`src/rtl/afifo_pkg.sv`:
```
// Shared async-FIFO definitions: default sizes, occupancy type, Gray decode
// and the read-level width helper.
package afifo_pkg;

  localparam int ADDRSIZE_DEF = 4;
  localparam int DATASIZE_DEF = 8;

  typedef logic [1:0] occ_t;
  localparam occ_t OCC_EMPTY = 2'd0;
  localparam occ_t OCC_FULL  = 2'd2;

  // Level covers 2^ADDRSIZE memory words plus two buffered words.
  function automatic int level_width(input int addrsize);
    return addrsize + 2;
  endfunction

  // bin[i] is the XOR of all Gray bits at or above i; callers zero-extend.
  function automatic logic [31:0] gray_to_bin(input logic [31:0] g);
    logic [31:0] b;
    b = g;
    for (int unsigned s = 1; s < 32; s++) begin
      b = b ^ (g >> s);
    end
    return b;
  endfunction

endpackage

```
`src/rtl/rfifo_fwft_out_if.sv`:
```
// Valid/ready output stream of the read-side FWFT stage.
interface rfifo_fwft_out_if
  import afifo_pkg::*;
#(
  parameter int DATASIZE = DATASIZE_DEF
) ();
  logic                out_valid;
  logic [DATASIZE-1:0] out_data;
  logic                out_ready;

  modport master (output out_valid, output out_data, input out_ready);
  modport slave  (input out_valid, input out_data, output out_ready);
endinterface

```
`src/rtl/rfifo_fwft_out_gray2bin.sv`:
```
// Combinational Gray-to-binary converter of parameterized width.
module gray2bin
  import afifo_pkg::*;
#(
  parameter int W = ADDRSIZE_DEF + 1
) (
  input  logic [W-1:0] gray_i,
  output logic [W-1:0] bin_o
);
  assign bin_o = W'(gray_to_bin(32'(gray_i)));
endmodule

```
`src/rtl/rfifo_fwft_out.sv`:
```
// Read-side output stage: 2-entry first-word-fall-through buffer fed from the
// FIFO memory read port, plus registered read-side occupancy.
module rfifo_fwft_out
  import afifo_pkg::*;
#(
  parameter int ADDRSIZE = ADDRSIZE_DEF,
  parameter int DATASIZE = DATASIZE_DEF
) (
  input  logic                             rclk,
  input  logic                             rrst_n,
  input  logic                             rempty,
  input  logic [ADDRSIZE:0]                rptr,
  input  logic [ADDRSIZE:0]                rq2_wptr,
  input  logic [DATASIZE-1:0]              rdata,
  output logic                             rinc,
  rfifo_fwft_out_if.master                 rd_stream,
  output logic [level_width(ADDRSIZE)-1:0] rlevel
);
  localparam int LVL_W = level_width(ADDRSIZE);

  occ_t                occ_q, occ_d;
  logic [DATASIZE-1:0] e0_q, e0_d, e1_q, e1_d;
  logic [LVL_W-1:0]    rlevel_q, rlevel_d;
  logic [ADDRSIZE:0]   rbin, wbin, mem_lvl;
  logic                pop;

  gray2bin #(.W(ADDRSIZE + 1)) u_rbin (.gray_i(rptr),     .bin_o(rbin));
  gray2bin #(.W(ADDRSIZE + 1)) u_wbin (.gray_i(rq2_wptr), .bin_o(wbin));

  // Fetch depends only on registered state, never on out_ready.
  assign rinc = ~rempty & (occ_q != OCC_FULL);
  assign pop  = (occ_q != OCC_EMPTY) & rd_stream.out_ready;

  always_comb begin
    e0_d  = e0_q;
    e1_d  = e1_q;
    occ_d = occ_q;
    unique case ({pop, rinc})
      2'b10: begin
        e0_d  = e1_q;
        occ_d = occ_q - 2'd1;
      end
      2'b01: begin
        if (occ_q == OCC_EMPTY) e0_d = rdata;
        else                    e1_d = rdata;
        occ_d = occ_q + 2'd1;
      end
      2'b11: begin
        if (occ_q == OCC_FULL) begin
          e0_d = e1_q;
          e1_d = rdata;
        end else begin
          e0_d = rdata;
        end
      end
      default: ;
    endcase
  end

  // Modular subtraction absorbs pointer wrap-around.
  assign mem_lvl  = wbin - rbin;
  assign rlevel_d = LVL_W'(mem_lvl) + LVL_W'(occ_d);

  always_ff @(posedge rclk or negedge rrst_n) begin
    if (!rrst_n) begin
      occ_q    <= OCC_EMPTY;
      e0_q     <= '0;
      e1_q     <= '0;
      rlevel_q <= '0;
    end else begin
      occ_q    <= occ_d;
      e0_q     <= e0_d;
      e1_q     <= e1_d;
      rlevel_q <= rlevel_d;
    end
  end

  assign rd_stream.out_valid = (occ_q != OCC_EMPTY);
  assign rd_stream.out_data  = e0_q;
  assign rlevel              = rlevel_q;

endmodule

```
`src/flat_wrapper.sv`:
```
// flat-port wrapper written by rule: the top's interface ports become plain ports
module rfifo_fwft_out_flat import afifo_pkg::*;
#(
  parameter int ADDRSIZE = ADDRSIZE_DEF,
  parameter int DATASIZE = DATASIZE_DEF
)
  (rclk, rrst_n, rempty, rptr, rq2_wptr, rdata, rinc, rlevel, rd_stream_out_valid, rd_stream_out_data, rd_stream_out_ready);
  rfifo_fwft_out_if #(.DATASIZE(DATASIZE)) rd_stream_i ();
  input  logic rclk;
  input  logic rrst_n;
  input  logic rempty;
  input  logic [ADDRSIZE:0] rptr;
  input  logic [ADDRSIZE:0] rq2_wptr;
  input  logic [DATASIZE-1:0] rdata;
  output logic rinc;
  output logic [level_width(ADDRSIZE)-1:0] rlevel;
  output wire logic [$bits(rd_stream_i.out_valid)-1:0] rd_stream_out_valid;
  output wire logic [$bits(rd_stream_i.out_data)-1:0] rd_stream_out_data;
  input wire logic [$bits(rd_stream_i.out_ready)-1:0] rd_stream_out_ready;
  assign rd_stream_out_valid = rd_stream_i.out_valid;
  assign rd_stream_out_data = rd_stream_i.out_data;
  assign rd_stream_i.out_ready = rd_stream_out_ready;
  rfifo_fwft_out #(.ADDRSIZE(ADDRSIZE), .DATASIZE(DATASIZE)) u_core (.rclk(rclk), .rrst_n(rrst_n), .rempty(rempty), .rptr(rptr), .rq2_wptr(rq2_wptr), .rdata(rdata), .rinc(rinc), .rd_stream(rd_stream_i), .rlevel(rlevel));
endmodule
```
`config.mk`:
```
export PLATFORM = sky130hd
export DESIGN_NAME = rfifo_fwft_out_flat
export DESIGN_NICKNAME = d
export VERILOG_FILES = /design/src/rtl/afifo_pkg.sv /design/src/rtl/rfifo_fwft_out_if.sv /design/src/rtl/rfifo_fwft_out_gray2bin.sv /design/src/rtl/rfifo_fwft_out.sv /design/src/flat_wrapper.sv
export SDC_FILE = /design/constraint.sdc
export NUM_CORES = 1
export LEC_CHECK = 0
export ABC_AREA = 1
export BUFFER_PORTS_ARGS = -buffer_cell sky130_fd_sc_hd__buf_2
export CAP_MARGIN = 20
export CORE_ASPECT_RATIO = 2
export CORE_MARGIN = 8
export CORE_UTILIZATION = 53
export CTS_CLUSTER_SIZE = 24
export DETAILED_ROUTE_END_ITERATION = 6
export PLACE_DENSITY = 0.88
export SYNTH_ARGS = -nofsm -noshare
export SYNTH_HDL_FRONTEND = slang
export SYNTH_SLANG_ARGS = --single-unit
```
`constraint.sdc`:
```
create_clock -name rclk -period 2.6 [get_ports rclk]
set_input_delay 0.39 -clock rclk [delete_from_list [all_inputs] [get_ports rclk]]
set_output_delay 0.39 -clock rclk [all_outputs]
set_load 0.01 [all_outputs]
```
Yosys cells after proc, flatten, opt, wreduce, memory -nomap -nowiden
Cells that the tools add are included.
W data, S select, Z words.
Word-level totals
  bits in registers: 24
  bits of input ports: 22
  output and inout port bits: 16
  word-level logic and storage cells: 40
Operators by class
  add/sub/neg operators: 4
  equality and inequality tests: 8
  muxes and demuxes: 7
  bitwise operators: 11
  reductions and logical operators: 6
Operator list (number)
  $mux W8: 4
  $pmux W8 S3: 1
  $pmux W8 S2: 1
  $xor A5 B1 Y5: 2
  $xor A5 B2 Y5: 2
  $xor A5 B3 Y5: 2
  $xor A5 B4 Y5: 2
  $add A5 B2 Y6: 1
  $eq A2 B2 Y1 const B: 3
  $sub A5 B5 Y5: 1
  $ne A2 B1 Y1 const B: 2
  $ne A2 B2 Y1 const B: 2
  $pmux W2 S2: 1
  $reduce_bool A2 Y1: 2
  $reduce_and A3 Y1: 1
  $reduce_bool A3 Y1: 1
  $add A2 B1 Y2 const B: 1
  $and A1 B1 Y1: 2
  $eq A2 B1 Y1 const B: 1
  $logic_not A2 Y1: 1
  $reduce_and A2 Y1: 1
  $sub A2 B1 Y2 const B: 1
  $not A1 Y1: 1

Depth between registers and ports, before layout
  depth after elaboration: 6
  depth in mapped cells: 14
  depth with buffers taken out: 14

Modules after synthesis
From an unflattened synthesis, not the netlist that was laid out.
Unflattened totals
  cell total of the unflattened synthesis: 226
  area total of the unflattened synthesis: 1671.6 um^2
By module, submodules not included
  rfifo_fwft_out: instances 1, cells each 174, area each 1438.9 um^2, sequential area each 600.6 um^2
  gray2bin: instances 2, cells each 26, area each 116.4 um^2, sequential area each 0.0 um^2

Least setup slack after synthesis
No wires, ideal clock.
  kind: reg-to-reg
  start point: register u_core.occ_q[1]
  end point: register u_core.rlevel_q[3], in the netlist u_core.rlevel[3]
  setup time: 0.123 ns
  arrival: 2.203 ns
  required time: 2.477 ns
  path slack: 0.274 ns
  stages on the path, launching flop included: 13
  path buffers: 0
  period minus slack after synthesis: 2.326 ns
  cells stage by stage: dfrtp_1 -> inv_1 -> nor2_1 -> nor2_1 -> ha_1 -> a21oi_1 -> o21ai_0 -> xor2_1 -> ha_1 -> a21oi_1 -> nor2_1 -> nand3_1 -> nand2_1
On the way
  longest elaborated chain between the ends: 5
  elaborated cells between the ends (all ways): 10
  those cells by class: add/sub (3); eq/ne (3); mux (1); bitwise (2); reduce/logical (1)
Ends and longest elaborated chain
  start: declaration: line rfifo_fwft_out.sv:21  | occ_t occ_q, occ_d;
  start signal: assignment: line rfifo_fwft_out.sv:66  | occ_q <= OCC_EMPTY;
  start signal: assignment: line rfifo_fwft_out.sv:71  | occ_q <= occ_d;
  $ne A2 B2 Y1 (*): line rfifo_fwft_out.sv:31  | assign rinc = ~rempty & (occ_q != OCC_FULL);
  $and A1 B1 Y1 (*): line rfifo_fwft_out.sv:31
  named net rinc: line flat_wrapper.sv:15  | output logic rinc;
  $eq A2 B1 Y1 or $eq A2 B2 Y1 (tied branches): line rfifo_fwft_out.sv:38  | unique case ({pop, rinc})
  $pmux W2 S2 (*): line rfifo_fwft_out.sv:38
  named net u_core.occ_d[1]: line rfifo_fwft_out.sv:21
  $add A5 B2 Y6 (*): line rfifo_fwft_out.sv:62  | assign rlevel_d = LVL_W'(mem_lvl) + LVL_W'(occ_d);
  named net u_core.rlevel_d[3]: line rfifo_fwft_out.sv:23  | logic [LVL_W-1:0] rlevel_q, rlevel_d;
  end signal: assignment: line rfifo_fwft_out.sv:74  | rlevel_q <= rlevel_d;
  end: declaration: line rfifo_fwft_out.sv:23
The timed path passes the listed nets; every way through them passes the cells marked *.
A chain may end at the register's enable or synchronous reset.

Final worst setup path
  start point: register u_core.occ_q[0]
  end point: register u_core.rlevel_q[4], in the netlist u_core.rlevel[4]
On the way
  longest elaborated chain between the ends: 5
  elaborated cells between the ends (all ways): 10
  those cells by class: add/sub (3); eq/ne (3); mux (1); bitwise (2); reduce/logical (1)
Ends and longest elaborated chain (line)
  $ne A2 B2 Y1 or $reduce_bool A2 Y1 (tied branches): rfifo_fwft_out.sv:31, rfifo_fwft_out.sv:32
  $and A1 B1 Y1 (on tied branches): rfifo_fwft_out.sv:31, rfifo_fwft_out.sv:32
  $eq A2 B1 Y1 or $eq A2 B2 Y1 (tied branches): rfifo_fwft_out.sv:38
  $pmux W2 S2 (*): rfifo_fwft_out.sv:38
  named net u_core.occ_d[1]: rfifo_fwft_out.sv:21
  $add A5 B2 Y6 (*): rfifo_fwft_out.sv:62
  named net u_core.rlevel_d[4]: rfifo_fwft_out.sv:23
Marked as above.

==> reports/qor.txt <==
Status -> completed
HP Class -> in2async
Critical path type -> reg2reg
Sequential cell area -> 601 µm²
Worst hold margin -> 101 ps
Global-route wire length before repair -> 5.18 mm
Ant diodes -> 0
Syn Nets -> 231
Final ANT Viol Nets -> 0
Vias in the first global route -> 1245
Slowest stage cell, crit path -> dfrtp_1
Synth Register Bits -> 24
Layout Nets -> 274
P&R area growth vs syn -> 17.2%
Synth unique cells -> 18
Maximum VDD drop -> 0.612 mV
Internal -> 1.12 mW
Leading area contributor after synthesis -> dfrtp_1
CP Depth -> 14
Slowest stage delay, CP -> 450 ps
Clock transition time at the flip-flop clock pins of the worst setup and hold paths -> 70 ps
DRC Markers -> 0
CP Max Fanout -> 5
FF-to-FF setup slack -> 190 ps
Wire length per cell -> 11.8 µm
Seq pwr share -> 0.333
Initial DRC count -> 31
CP delay by family, top -> adder cells
Clock sinks -> 24
Max Slew Vio Count -> 0
Syn. warnings -> 0
R2R depth -> 14
Routed wire length -> 3.20 mm
Fin. Hold Viols -> 0
# port buffers -> 37
Global Route Usage Sum -> 0.129
Hold-fix buffers, CTS -> 0
H-Tree Depth -> 1
Critical Path AT -> 2600 ps
DP Area -> 1760 µm²
Tcrit/Tclk final -> 0.925
Crit-path cells -> inv_1, nand2_2, nand2_2, ha_1, a21oi_1, o21ai_0, xor2_1, buf_4, fa_1, inv_1, nor2_1, nand3_1, nand2_1, nand2_1
Headroom to the max-slew limit -> 0.436
Net switching power -> 0.857 mW
Die Area -> 5030 µm²
Final Setup Violations -> 0
Tmin final -> 2410 ps
Met2 Use GR -> 0.211
Number of fillers in the final layout -> 247
Switch share -> 0.434
Total of max-cap violations -> 0
Design Area, Final -> 1820 µm²
Largest net degree at the start of global routing -> 25
Via-to-Cell Ratio -> 4.99
CTS buffer count -> 3
Die W -> 54.3 µm
Mapped Area -> 1550 µm²
Initial antenna violation count -> 0
CP endpoint -> u_core.rlevel[4]
Clock Root Buffer -> clkbuf_8
Setup TNS -> 0 ps
Die Height -> 92.6 µm
CP Launch Point -> u_core.occ_q[0]
Synthesized area per cell -> 7.81 µm²
Post-synth top area share -> 0.386
Routing usage on met1 -> 0.161
GP Congestion -> 0.851
Leak -> 1.03 nW
Detailed Place HPWL -> 2.51 mm
CTS tree -> yes
Sequential share of the synthesized area -> 0.386
Commonest non-fill, non-tap cell in the layout -> nand2_1
CP Launch Type -> register
Critical path capture point type -> register
Via count -> 1347
Worst-Margin Slew -> 844 ps
Synth area leaders -> dfrtp_1, nand2_1, inv_1
Clk buf depth -> 2
Grt peak-use layer -> met2
Footprint of the multi-input gates -> 803 µm²
Layout cells sized above 1 -> 0.242
Crit path buf inv count -> 3
Reg-to-Reg End -> u_core.rlevel[4]
TritonRoute pass-1 iters -> 4
Ports -> 38
Final Skew -> 3.38 ps
PwrDens -> 1080 nW/µm²
Grt met3 use -> 0.0257
Clock latency at the later pin of the worst-skew pair -> 260 ps
Fmax -> 0.416 GHz
Worst r2r src -> u_core.occ_q[0]
Core area -> 2870 µm²
Rows -> 28
Clock Power Share -> 0.105
Initial Util -> 0.541
Grt ovf -> 0
Critical path required time -> 2800 ps
Highest-count cells in the layout ignoring fill and taps -> nand2_1, buf_2, inv_1
Cells after Synth -> 199
Comb pwr share -> 0.562
==> through the flow <==
stage / instances / setup WS [ps] / util / power [mW]
global route: 270 / -2.38 / 0.634 / 2.18
CTS: 268 / 158 / 0.626 / 1.96
finish: 270 / 194 / 0.634 / 1.97
detailed placement: 265 / -91.9 / 0.612 / 1.75
global placement: 265 / 5.67 / 0.612 / 1.70
floorplan: 199 / 274 / - / 1.46
==> logic make-up (layout without fill, tap and decap cells) <==
family	Yosys count	count (layout)	share of synthesized area
xor gates and xnor gates	15	15	0.0845
adders and majority gates	10	10	0.0902
DFF	24	24	0.386
AOI/OAI and AO/OA	27	27	0.118
buffers and inverters	36	77	0.101
and+or+nand+nor	87	87	0.220
==> flip-flops by register name, summed over array words and instances (netlist names) <==
name,flops
u_core.e1_q,8
u_core.rd_stream.out_data,8
u_core.rlevel,6
u_core.occ_q,2
==> synth_stat cells <==
cell type,n
nand2_1,55
inv_1,33
dfrtp_1,24
nor2_1,22
a21oi_1,12
o21ai_2,9
ha_1,8
nand3_1,8
xnor2_1,8
xor2_1,7
buf_6,3
fa_1,2
nand2_2,2
o21ai_0,2
a21oi_2,1
o211ai_2,1
o21ai_1,1
o21bai_1,1
==> worst min path at each step <==
stage | from | endpoint | cells past startpoint
CTS | rrst_n | u_core.rd_stream.out_data[4] | 1
global route | rrst_n | u_core.rd_stream.out_data[6] | 1
global placement | rrst_n | u_core.rlevel[2] | 1
finish | rrst_n | u_core.occ_q[1] | 1
detailed placement | rrst_n | u_core.occ_q[1] | 1
floorplan | rrst_n | u_core.e1_q[0] | 0
==> power by group through the flow <==
| stage | sequential (mW) | clock [mW] | combinational, mW |
|---|---|---|---|
| 6_report | 0.658 | 0.206 | 1.11 |
| 2_1_floorplan | 0.709 | 0 | 0.751 |
| 3_5_place_dp | 0.664 | 0 | 1.08 |
| 5_1_grt | 0.678 | 0.231 | 1.27 |
| 4_1_cts | 0.659 | 0.214 | 1.09 |
| 3_3_place_gp | 0.655 | 0 | 1.05 |
==> repair_timing <==
item                       CTS  global route
setup endpoints to repair    0             1
gates resized for setup      0             1
buffers inserted             0             1
==> per-layer routing <==
| layer | part of all wire | vias to the layer above | wire (µm) |
|---|---|---|---|
| met3 | 0.059 | 6 | 190 |
| li1 | - | 693 | - |
| met4 | 0.014 | 0 | 46 |
| met1 | 0.43 | 613 | 1360 |
| met5 | 0 | - | 0 |
| met2 | 0.50 | 35 | 1600 |
==> final cells by class <==
class | count | share of cell area
Clock buffer | 3 | 0.0227
Inverter | 33 | 0.0680
Multi-Input combinational cell | 139 | 0.441
Sequential cell | 24 | 0.330
Tap cell | 30 | 0.0206
Timing Repair Buffer | 41 | 0.118
==> worst reg2reg max path, cell delays in order (launching register included) <==
cell and delay [ps]:
dfrtp_1 450, inv_1 110, nand2_2 110, nand2_2 80
ha_1 300, a21oi_1 120, o21ai_0 110, xor2_1 170
buf_4 150, fa_1 430, inv_1 60, nor2_1 60
nand3_1 90, nand2_1 50, nand2_1 60
(Power assumes the default switching activity.)
